<file path="src/rtl/pause_pkg.sv">
// Shared definitions for the pause controller: FSM encodings, option bit
// positions and the dim-level width helper.
package pause_pkg;

    localparam logic [1:0] ST_RUN    = 2'd0;
    localparam logic [1:0] ST_PEND   = 2'd1;
    localparam logic [1:0] ST_PAUSED = 2'd2;
    localparam logic [1:0] ST_STEP   = 2'd3;

    localparam int OPT_OSD   = 0;
    localparam int OPT_DIM   = 1;
    localparam int OPT_ALIGN = 2;

    // Bits needed to hold a shift amount of 0..max_dim.
    function automatic int dim_width(input int max_dim);
        return (max_dim < 1) ? 1 : $clog2(max_dim + 1);
    endfunction

endpackage

</file>
<file path="src/rtl/pause_ctrl_if.sv">
// Video-side bundle between the core and the pause controller: raw RGB and
// vblank in, dimmed RGB out.
interface pause_ctrl_if #(
    parameter int RW = 8,
    parameter int GW = 8,
    parameter int BW = 8
);
    logic [RW-1:0]       r;
    logic [GW-1:0]       g;
    logic [BW-1:0]       b;
    logic                vblank;
    logic [RW+GW+BW-1:0] rgb_out;

    modport master (output r, g, b, vblank, input rgb_out);
    modport slave  (input r, g, b, vblank, output rgb_out);
endinterface

</file>
<file path="src/rtl/pause_dimmer.sv">
// Timed multi-level video dim: waits DIM_CYCLES of active time, then deepens
// the right-shift every FADE_CYCLES until MAX_DIM.
module pause_dimmer
    import pause_pkg::*;
#(
    parameter int RW          = 8,
    parameter int GW          = 8,
    parameter int BW          = 8,
    parameter int DIM_CYCLES  = 120_000_000,
    parameter int FADE_CYCLES = 12_000_000,
    parameter int MAX_DIM     = 3,
    parameter int DLW         = dim_width(MAX_DIM)
) (
    input  logic                clk_sys,
    input  logic                reset_n,
    input  logic                active,
    input  logic [RW-1:0]       r,
    input  logic [GW-1:0]       g,
    input  logic [BW-1:0]       b,
    output logic [DLW-1:0]      dim_level,
    output logic [RW+GW+BW-1:0] rgb_out
);

    localparam int TMAX = (DIM_CYCLES > FADE_CYCLES) ? DIM_CYCLES : FADE_CYCLES;
    localparam int TW   = $clog2(TMAX + 1);

    logic [TW-1:0]  timer_q, timer_d;
    logic [DLW-1:0] level_q, level_d;

    // Timer restarts on every level step and freezes once the level saturates.
    always_comb begin
        timer_d = timer_q;
        level_d = level_q;
        if (!active) begin
            timer_d = '0;
            level_d = '0;
        end else if (level_q == '0) begin
            if (timer_q == TW'(DIM_CYCLES - 1)) begin
                timer_d = '0;
                level_d = DLW'(1);
            end else begin
                timer_d = timer_q + TW'(1);
            end
        end else if (level_q < DLW'(MAX_DIM)) begin
            if (timer_q == TW'(FADE_CYCLES - 1)) begin
                timer_d = '0;
                level_d = level_q + DLW'(1);
            end else begin
                timer_d = timer_q + TW'(1);
            end
        end
    end

    always_ff @(posedge clk_sys or negedge reset_n) begin
        if (!reset_n) begin
            timer_q <= '0;
            level_q <= '0;
        end else begin
            timer_q <= timer_d;
            level_q <= level_d;
        end
    end

    assign dim_level = level_q;
    assign rgb_out   = {r >> level_q, g >> level_q, b >> level_q};

endmodule

</file>
<file path="src/rtl/pause_ctrl.sv">
// Pause controller: merges pause sources, optionally aligns entry to vblank,
// supports single-frame stepping and dims the picture while paused.
module pause_ctrl
    import pause_pkg::*;
#(
    parameter int RW          = 8,
    parameter int GW          = 8,
    parameter int BW          = 8,
    parameter int CLKSPD      = 12,
    parameter int NREQ        = 4,
    parameter int DIM_CYCLES  = CLKSPD * 10_000_000,
    parameter int FADE_CYCLES = CLKSPD * 1_000_000,
    parameter int MAX_DIM     = 3,
    parameter int DLW         = dim_width(MAX_DIM)
) (
    input  logic            clk_sys,
    input  logic            reset_n,
    input  logic            cpu_reset,
    input  logic            user_button,
    input  logic            step_button,
    input  logic [NREQ-1:0] pause_request,
    input  logic [2:0]      options,
    input  logic            OSD_STATUS,
    pause_ctrl_if.slave     video,
    output logic            pause_cpu,
    output logic [DLW-1:0]  dim_level,
    output logic [1:0]      state_dbg
);

    logic [1:0] state_q, state_d;
    logic       toggle_q, toggle_d;
    logic       pause_cpu_q, pause_cpu_d;
    logic       user_q, step_q, vblank_q;

    logic user_rise, step_rise, vblank_rise, want, dim_active;

    always_comb begin
        user_rise   = user_button & ~user_q;
        step_rise   = step_button & ~step_q;
        vblank_rise = video.vblank & ~vblank_q;

        toggle_d = cpu_reset ? 1'b0 : (toggle_q ^ user_rise);
        want     = ~cpu_reset & ((|pause_request) | toggle_q |
                                 (OSD_STATUS & options[OPT_OSD]));

        state_d = state_q;
        case (state_q)
            ST_RUN: begin
                if (want)
                    state_d = (!options[OPT_ALIGN] || vblank_rise) ? ST_PAUSED : ST_PEND;
            end
            ST_PEND: begin
                if (!want)
                    state_d = ST_RUN;
                else if (vblank_rise)
                    state_d = ST_PAUSED;
            end
            ST_PAUSED: begin
                if (!want)
                    state_d = ST_RUN;
                else if (step_rise)
                    state_d = ST_STEP;
            end
            default: begin
                // A step frame always runs to the next vblank unless pausing is dropped.
                if (vblank_rise)
                    state_d = want ? ST_PAUSED : ST_RUN;
                else if (!want)
                    state_d = ST_RUN;
            end
        endcase
        if (cpu_reset)
            state_d = ST_RUN;

        pause_cpu_d = (state_d == ST_PAUSED);
    end

    always_ff @(posedge clk_sys or negedge reset_n) begin
        if (!reset_n) begin
            state_q     <= ST_RUN;
            toggle_q    <= 1'b0;
            pause_cpu_q <= 1'b0;
            user_q      <= 1'b0;
            step_q      <= 1'b0;
            vblank_q    <= 1'b0;
        end else begin
            state_q     <= state_d;
            toggle_q    <= toggle_d;
            pause_cpu_q <= pause_cpu_d;
            user_q      <= user_button;
            step_q      <= step_button;
            vblank_q    <= video.vblank;
        end
    end

    // A soft reset clears the dim in the same cycle it drops the pause.
    assign dim_active = (state_q == ST_PAUSED) & options[OPT_DIM] & ~cpu_reset;

    pause_dimmer #(
        .RW          (RW),
        .GW          (GW),
        .BW          (BW),
        .DIM_CYCLES  (DIM_CYCLES),
        .FADE_CYCLES (FADE_CYCLES),
        .MAX_DIM     (MAX_DIM),
        .DLW         (DLW)
    ) u_dimmer (
        .clk_sys   (clk_sys),
        .reset_n   (reset_n),
        .active    (dim_active),
        .r         (video.r),
        .g         (video.g),
        .b         (video.b),
        .dim_level (dim_level),
        .rgb_out   (video.rgb_out)
    );

    assign pause_cpu = pause_cpu_q;
    assign state_dbg = state_q;

endmodule

</file>
<file path="src/flat_wrapper.sv">
// flat-port wrapper written by rule: the top's interface ports become plain ports
module pause_ctrl_flat import pause_pkg::*;
#(
    parameter int RW          = 8,
    parameter int GW          = 8,
    parameter int BW          = 8,
    parameter int CLKSPD      = 12,
    parameter int NREQ        = 4,
    parameter int DIM_CYCLES  = CLKSPD * 10_000_000,
    parameter int FADE_CYCLES = CLKSPD * 1_000_000,
    parameter int MAX_DIM     = 3,
    parameter int DLW         = dim_width(MAX_DIM)
)
  (clk_sys, reset_n, cpu_reset, user_button, step_button, pause_request, options, OSD_STATUS, pause_cpu, dim_level, state_dbg, video_r, video_g, video_b, video_vblank, video_rgb_out);
  pause_ctrl_if #(.RW(RW), .GW(GW), .BW(BW)) video_i ();
  input  logic clk_sys;
  input  logic reset_n;
  input  logic cpu_reset;
  input  logic user_button;
  input  logic step_button;
  input  logic [NREQ-1:0] pause_request;
  input  logic [2:0] options;
  input  logic OSD_STATUS;
  output logic pause_cpu;
  output logic [DLW-1:0] dim_level;
  output logic [1:0] state_dbg;
  input wire logic [$bits(video_i.r)-1:0] video_r;
  input wire logic [$bits(video_i.g)-1:0] video_g;
  input wire logic [$bits(video_i.b)-1:0] video_b;
  input wire logic [$bits(video_i.vblank)-1:0] video_vblank;
  output wire logic [$bits(video_i.rgb_out)-1:0] video_rgb_out;
  assign video_i.r = video_r;
  assign video_i.g = video_g;
  assign video_i.b = video_b;
  assign video_i.vblank = video_vblank;
  assign video_rgb_out = video_i.rgb_out;
  pause_ctrl #(.RW(RW), .GW(GW), .BW(BW), .CLKSPD(CLKSPD), .NREQ(NREQ), .DIM_CYCLES(DIM_CYCLES), .FADE_CYCLES(FADE_CYCLES), .MAX_DIM(MAX_DIM), .DLW(DLW)) u_core (.clk_sys(clk_sys), .reset_n(reset_n), .cpu_reset(cpu_reset), .user_button(user_button), .step_button(step_button), .pause_request(pause_request), .options(options), .OSD_STATUS(OSD_STATUS), .video(video_i), .pause_cpu(pause_cpu), .dim_level(dim_level), .state_dbg(state_dbg));
endmodule
</file>
<file path="config.mk">
export PLATFORM = sky130hd
export DESIGN_NAME = pause_ctrl_flat
export DESIGN_NICKNAME = d
export VERILOG_FILES = /design/src/rtl/pause_pkg.sv /design/src/rtl/pause_ctrl_if.sv /design/src/rtl/pause_dimmer.sv /design/src/rtl/pause_ctrl.sv /design/src/flat_wrapper.sv
export SDC_FILE = /design/constraint.sdc
export NUM_CORES = 1
export LEC_CHECK = 0
export CAP_MARGIN = 40
export CORE_AREA = 2 2 81 83
export CTS_BUF_LIST = sky130_fd_sc_hd__clkbuf_4 sky130_fd_sc_hd__clkbuf_8 sky130_fd_sc_hd__clkbuf_16
export DETAILED_ROUTE_END_ITERATION = 8
export DIE_AREA = 0 0 83 85
export MAX_ROUTING_LAYER = met4
export PLACE_DENSITY = 0.7
export SYNTH_ARGS = -nofsm -noshare
export SYNTH_HDL_FRONTEND = slang
export SYNTH_SLANG_ARGS = --single-unit
</file>
<file path="constraint.sdc">
create_clock -name clk_sys -period 4.5 [get_ports clk_sys]
set_input_delay 0.9 -clock clk_sys [delete_from_list [all_inputs] [get_ports clk_sys]]
set_output_delay 0.9 -clock clk_sys [all_outputs]
set_load 0.02 [all_outputs]
</file>
==> metrics.md, run 1 <==
| Metric | Value |
|---|---|
| Placer Congestion | `0.811` |
| DIE HEIGHT | `85 um` |
| Placed Area | `3110 sq um` |
| Top-Level Pins | `67` |
| Most used routing layer | `met2` |
| Post-Synthesis Cells | `242` |
| Most frequent cell after synthesis | `dfrtp_1` |
| Resize count post-CTS | `0` |
| Later-pin clock latency in the skew report | `0.29 ns` |
| Worst-path clk slew | `0.07 ns` |
| Clock sink total | `36` |
| Vias in the first global route | `1942` |
| Setup violations, final | `0` |
| Number of synthesized register bits | `36` |
| Min cycle time layout | `3.40 ns` |
| DR vias/cell | `5.29` |
| WS Path Type | `reg -> out` |
| Sequential element share of the synthesized area | `37.7%` |
| Post-DRT Antenna Nets | `0` |
| Fin Clk Skew | `0.00605 ns` |
| Critical Path End | `video_rgb_out[17]` |
| Share of cells above drive strength 1 | `10.4%` |
| Worst slack, placed | `1.20 ns` |
| Worst-margin pin slew | `0.791 ns` |
| Placed cells | `376` |
| Syn Nets | `283` |
| M2 GR Usage | `27.1%` |
| Netlist Area Pre-Place | `2390 sq um` |
| Global route total overflow | `0` |
| Layout Cells excl Fill | `384` |
| Static Leak | `1.20 nW` |
| Num CTS Buffers | `5` |
| Nets | `347` |
| Via count | `2032` |
| Number of DRC markers in iteration 0 | `124` |
| Buffers on Ports | `66` |
| Final hold vios | `0` |
| M1 GR Usage | `19.1%` |
| Core box area | `6200 sq um` |
| CTS tree | `built` |
| Synth top area share | `37.7%` |
| Critical Path Start | `u_core.u_dimmer.dim_level[0]` |
| Hold buffers post-CTS | `0` |
| Routed WL | `5340 um` |
| Post-CTS Setup Inserts | `0` |
| Avg Cell Area, Syn | `9.86 sq um` |
| Number of synthesized flops with an enable pin | `0` |
| Unrepaired setup endpoints after global routing | `false` |
| Largest net degree at the start of global routing | `37` |
| Asr flop ratio synth | `100%` |
| YS warnings | `0` |
| Met3 Use GR | `3.02%` |
| Status | `complete, no violations` |
| Startpoint Class | `flop` |
| Pre-Repair DR Iteration Count | `4` |
| HPWL after DPL | `3960 um` |
| Critical-path cell list | `buf_4 -> mux4_2 -> clkdlybuf4s50_1` |
| PnR worst setup slack | `1.10 ns` |
| Path depth of the worst reg2reg path | `7` |
| Max Cap Viol | `0` |
| Post-route cell area | `3220 sq um` |
| CP max-delay cell | `dfrtp_1` |
| Crit Path Max Fanout | `21` |
| Worst IR Drop VDD | `0.127 mV` |
| Antenna violations before repair | `0` |
| Worst Hold Class | `reg -> reg` |
| Die ar. | `7060 sq um` |
| Root buffer cell | `clkbuf_8` |
| Drt drc | `0` |
| Crit. End Element | `output port` |
| Die Width | `83 um` |
| Fill cells | `545` |
| Synthesis-to-layout area growth | `34.9%` |
| FF-to-FF End | `u_core.u_dimmer.timer_q[17]` |
| Synth top cells by count | `36 x dfrtp_1, 35 x nor2_1, 20 x xor2_1, 17 x nand3_1, 16 x nand2_1` |
| Period utilization | `75.5%` |
| Slew Limit Fails | `0` |
| CTS Buffer Depth | `2` |
| Max_slew headroom | `47.3%` |
| Crit-path max cell delay | `0.86 ns` |
| Post-route setup TNS | `0 ns` |
| Cell Pwr Density | `229 nW/um^2` |
| WL/cell | `13.9 um` |
| # H-tree levels | `2` |
| Area leader, netlist | `dfrtp_1` |
| R2r setup slk | `1.53 ns` |
| Highest clock rate | `294 MHz` |
| Global-route usage over all layers | `15.9%` |
| Area contributors post-synth | `dfrtp_1 38%, mux4_2 11%, xor2_1 7.3%` |
| R2r startpoint | `u_core.u_dimmer.dim_level[0]` |
| Starting Density | `38.5%` |
| WP data required | `3.60 ns` |
| # diodes | `0` |
| WP data arrival | `2.50 ns` |
| First-pass GRT wire length | `9070 um` |
| Design Power | `736 uW` |
| Placement Rows | `29` |
| Synth cell types | `38` |
| Post-synth top flop | `dfrtp_1` |
==> through the flow <==
| step | util (%) | hold WS [ns] |
|---|---|---|
| 4_1_cts | 51.9 | 0.553 |
| 3_5_place_dp | 50.1 | 0.535 |
| 6_report | 51.9 | 0.541 |
| 3_3_place_gp | 49.6 | 0.532 |
| 5_1_grt | 51.9 | 0.586 |
| 2_1_floorplan | - | 0.510 |
==> layer usage <==
metal / routed length [um] / share of wire (%)
met1: 2370 / 44
met3: 237 / 4.4
met2: 2660 / 50
met5: 0 / 0
met4: 75 / 1.4
==> state kept, by name (all words and copies together) (netlist names) <==
register,count
u_core.u_dimmer.timer_q,27
u_core.vblank_q,1
u_core.u_dimmer.dim_level,2
u_core.toggle_q,1
u_core.step_q,1
u_core.state_dbg,2
u_core.user_q,1
u_core.pause_cpu,1
==> worst max-delay path: cells and delay by family (launching register included) <==
kind	cells	cell delay, ns
flip-flops	1	0.86
buffers and inverters	2	0.85
multiplexers	1	0.50
==> how the worst min path moves through the flow <==
stage	from	endpoint	cells past startpoint
5_1_grt	u_core.state_dbg[1]	u_core.state_dbg[1]	2
4_1_cts	u_core.state_dbg[1]	u_core.state_dbg[1]	2
3_3_place_gp	u_core.state_dbg[1]	u_core.state_dbg[1]	2
3_5_place_dp	u_core.state_dbg[1]	u_core.state_dbg[1]	2
6_report	u_core.state_dbg[1]	u_core.state_dbg[1]	2
2_1_floorplan	u_core.u_dimmer.timer_q[22]	u_core.u_dimmer.timer_q[22]	2
==> area by class of cell <==
type | count | area, sq um | share of cell area (%)
Sequential cell | 36 | 901 | 28.0
Inverter | 4 | 15.0 | 0.466
Clock inverter | 2 | 35.0 | 1.09
Clock buffer | 6 | 76.3 | 2.37
Multi-Input combinational cell | 190 | 1390 | 43.3
Tap cell | 77 | 96.3 | 2.99
Timing Repair Buffer | 69 | 703 | 21.8
==> placed cells by master (no fill, tap or decap), drive strengths merged, types with 2 or more instances in the layout <==
cell type,count
clkbuf,6
and4bb,4
nor2b,7
nor4,3
and4,4
or3,2
nor3,2
nand2,16
nor2,37
clkdlybuf4s50,66
o21ai,7
dfrtp,36
a21oi,12
xnor2,3
and2,5
nand4,12
and3,4
mux4,12
ha,3
buf,3
xor2,20
inv,4
nand3,17
mux2i,8
nand3b,3
a211oi,4
==> cell families (layout without fill, tap and decap cells) <==
logic type               count (synthesis)  after routing  share of synthesized area (%)
adder cells (fa/ha/maj)                  3              3                           1.57
multiplexers                            20             20                           14.7
XOR/XNOR                                23             23                           8.44
AND/OR/NAND/NOR                        117            117                           26.1
AO/OA/AOI/OAI                           27             27                           7.55
flip-flops                              36             36                           37.7
buffers and inverters                   16             81                           3.93
==> where the power goes <==
group | total, mW | internal (mW) | switching (mW)
clock | 0.284 | 0.170 | 0.114
sequential | 0.331 | 0.328 | 0.00311
combinational | 0.120 | 0.0678 | 0.0524
total | 0.736 | 0.567 | 0.170
Note: power is estimated with default switching activity, not from simulation.
==> run 2: changes to the inputs <==
--- a/config.mk
+++ b/config.mk
@@ -11,7 +11,7 @@
 export DETAILED_ROUTE_END_ITERATION = 8
 export DIE_AREA = 0 0 83 85
 export MAX_ROUTING_LAYER = met4
-export PLACE_DENSITY = 0.7
+export PLACE_DENSITY = 0.73
 export SYNTH_ARGS = -nofsm -noshare
 export SYNTH_HDL_FRONTEND = slang
 export SYNTH_SLANG_ARGS = --single-unit
==> constraint.sdc (replaced) <==
create_clock -name clk_sys -period 2.8 [get_ports clk_sys]
set_input_delay 0.56 -clock clk_sys [delete_from_list [all_inputs] [get_ports clk_sys]]
set_output_delay 0.56 -clock clk_sys [all_outputs]
set_load 0.02 [all_outputs]
==> metrics.md, run 2 (synthesis gave the netlist of run 1 again) <==
| Metric | Value |
|---|---|
| Status | `complete, no violations` |
| Unrepaired setup endpoints after global routing | `false` |
| Setup violations, final | `0` |
| CTS tree | `built` |
| Clock sink total | `36` |
| Worst IR Drop VDD | `0.279 mV` |
| Largest net degree at the start of global routing | `37` |
| Antenna violations before repair | `0` |
| Nets | `352` |
| Worst-path clk slew | `0.07 ns` |
| Vias in the first global route | `2038` |
| # diodes | `0` |
| Root buffer cell | `clkbuf_8` |
| Routed WL | `5470 um` |
| CTS Buffer Depth | `2` |
| WP data required | `2.24 ns` |
| DIE HEIGHT | `85 um` |
| HPWL after DPL | `4110 um` |
| R2r startpoint | `u_core.u_dimmer.dim_level[0]` |
| Post-layout util | `52.9%` |
| Most frequent cells in the layout | `65 x clkdlybuf4s50_1, 36 x dfrtp_1, 35 x nor2_1` |
| Fin Clk Skew | `0.00757 ns` |
| Number of DRC markers in iteration 0 | `74` |
| DR vias/cell | `5.40` |
| Post-route setup TNS | `0 ns` |
| Resize count post-CTS | `0` |
| Crit. End Element | `output port` |
| Max_slew headroom | `46.9%` |
| Post-CTS Setup Inserts | `0` |
| Cell Pwr Density | `415 nW/um^2` |
| Via count | `2102` |
| Slew Limit Fails | `0` |
| Highest clock rate | `375 MHz` |
| Placement Rows | `29` |
| Global-route usage over all layers | `16.3%` |
| Synthesis-to-layout area growth | `37.4%` |
| Post-DRT Antenna Nets | `0` |
| Min cycle time layout | `2.67 ns` |
| Placed cells | `381` |
| Final hold slack | `0.353 ns` |
| WL/cell | `14.1 um` |
| WS Path Type | `in -> out` |
| Period utilization | `95.3%` |
| Worst Hold Class | `in -> async` |
| Largest register FFs | `27` |
| Die ar. | `7060 sq um` |
| R2r setup slk | `0.41 ns` |
| Placed Area | `3120 sq um` |
| Max Cap Viol | `0` |
| Static Leak | `1.24 nW` |
| Design Power | `1.36 mW` |
| Final hold vios | `0` |
| Die Width | `83 um` |
| Core box area | `6200 sq um` |
| First-pass GRT wire length | `9240 um` |
| # H-tree levels | `2` |
| Crit Path Max Fanout | `4` |
| Buffers on Ports | `66` |
| Worst-margin pin slew | `0.797 ns` |
| Drt drc | `0` |
| Post-route cell area | `3280 sq um` |
| Top-Level Pins | `67` |
| Global route total overflow | `0` |
| Register with the most flip-flops | `u_core.u_dimmer.timer_q` |
| Placer Congestion | `0.780` |
| Startpoint Class | `input port` |
| Pre-Repair DR Iteration Count | `4` |
| WP data arrival | `2.11 ns` |
| Hold buffers post-CTS | `0` |
| FF-to-FF End | `u_core.u_dimmer.timer_q[26]` |
| Path depth of the worst reg2reg path | `7` |
| Starting Density | `38.5%` |
| Share of cells above drive strength 1 | `12.2%` |
| Layout Cells excl Fill | `389` |
| Num CTS Buffers | `5` |
| Commonest non-fill, non-tap cell in the layout | `clkdlybuf4s50_1` |
| Later-pin clock latency in the skew report | `0.29 ns` |
| PnR worst setup slack | `0.131 ns` |
| Worst slack, placed | `0.159 ns` |
run 2: routing by layer:
metal	GRT usage, %	share of wire, %	wire, um
met5	-	0	0
met4	4.92	1.5	80
met3	3.50	4.5	248
met2	28.4	51	2790
met1	19.1	43	2360
run 2: final cells by class:
class	count	area (sq um)
clock buffers	5	68.8
clock inverters	3	90.1
fillers	555	2930
inverters	4	15.0
multi-input cells	190	1390
flip-flops and latches	36	901
well taps	77	96.3
repair buffers	74	716
run 2: worst max-delay path by stage:
stage / endpoint / start / slack, ns / depth (start not counted)
global route: video_rgb_out[20] / video_r[4] / 0.07 / 5
detailed placement: video_rgb_out[3] / video_b[6] / 0.16 / 3
floorplan: u_core.u_dimmer.timer_q[10] / u_core.u_dimmer.dim_level[1] / 0.06 / 11
finish: video_rgb_out[20] / video_r[4] / 0.13 / 5
CTS: video_rgb_out[18] / u_core.u_dimmer.dim_level[0] / 0.15 / 3
global placement: video_rgb_out[19] / video_r[6] / 0.20 / 3
run 2: power by group:
part,switching (mW),internal [mW],total (mW),leakage (nW)
logic,0.0854,0.108,0.193,0.673
registers,0.00530,0.528,0.533,0.492
clock network,0.189,0.446,0.635,0.0784
total,0.280,1.08,1.36,1.24
run 2: critical path, cell delays in order:
cell             delay (ns)
clkdlybuf4s50_1        0.52
nor2b_1                0.17
a211oi_1               0.08
a21oi_1                0.15
clkdlybuf4s50_1        0.63
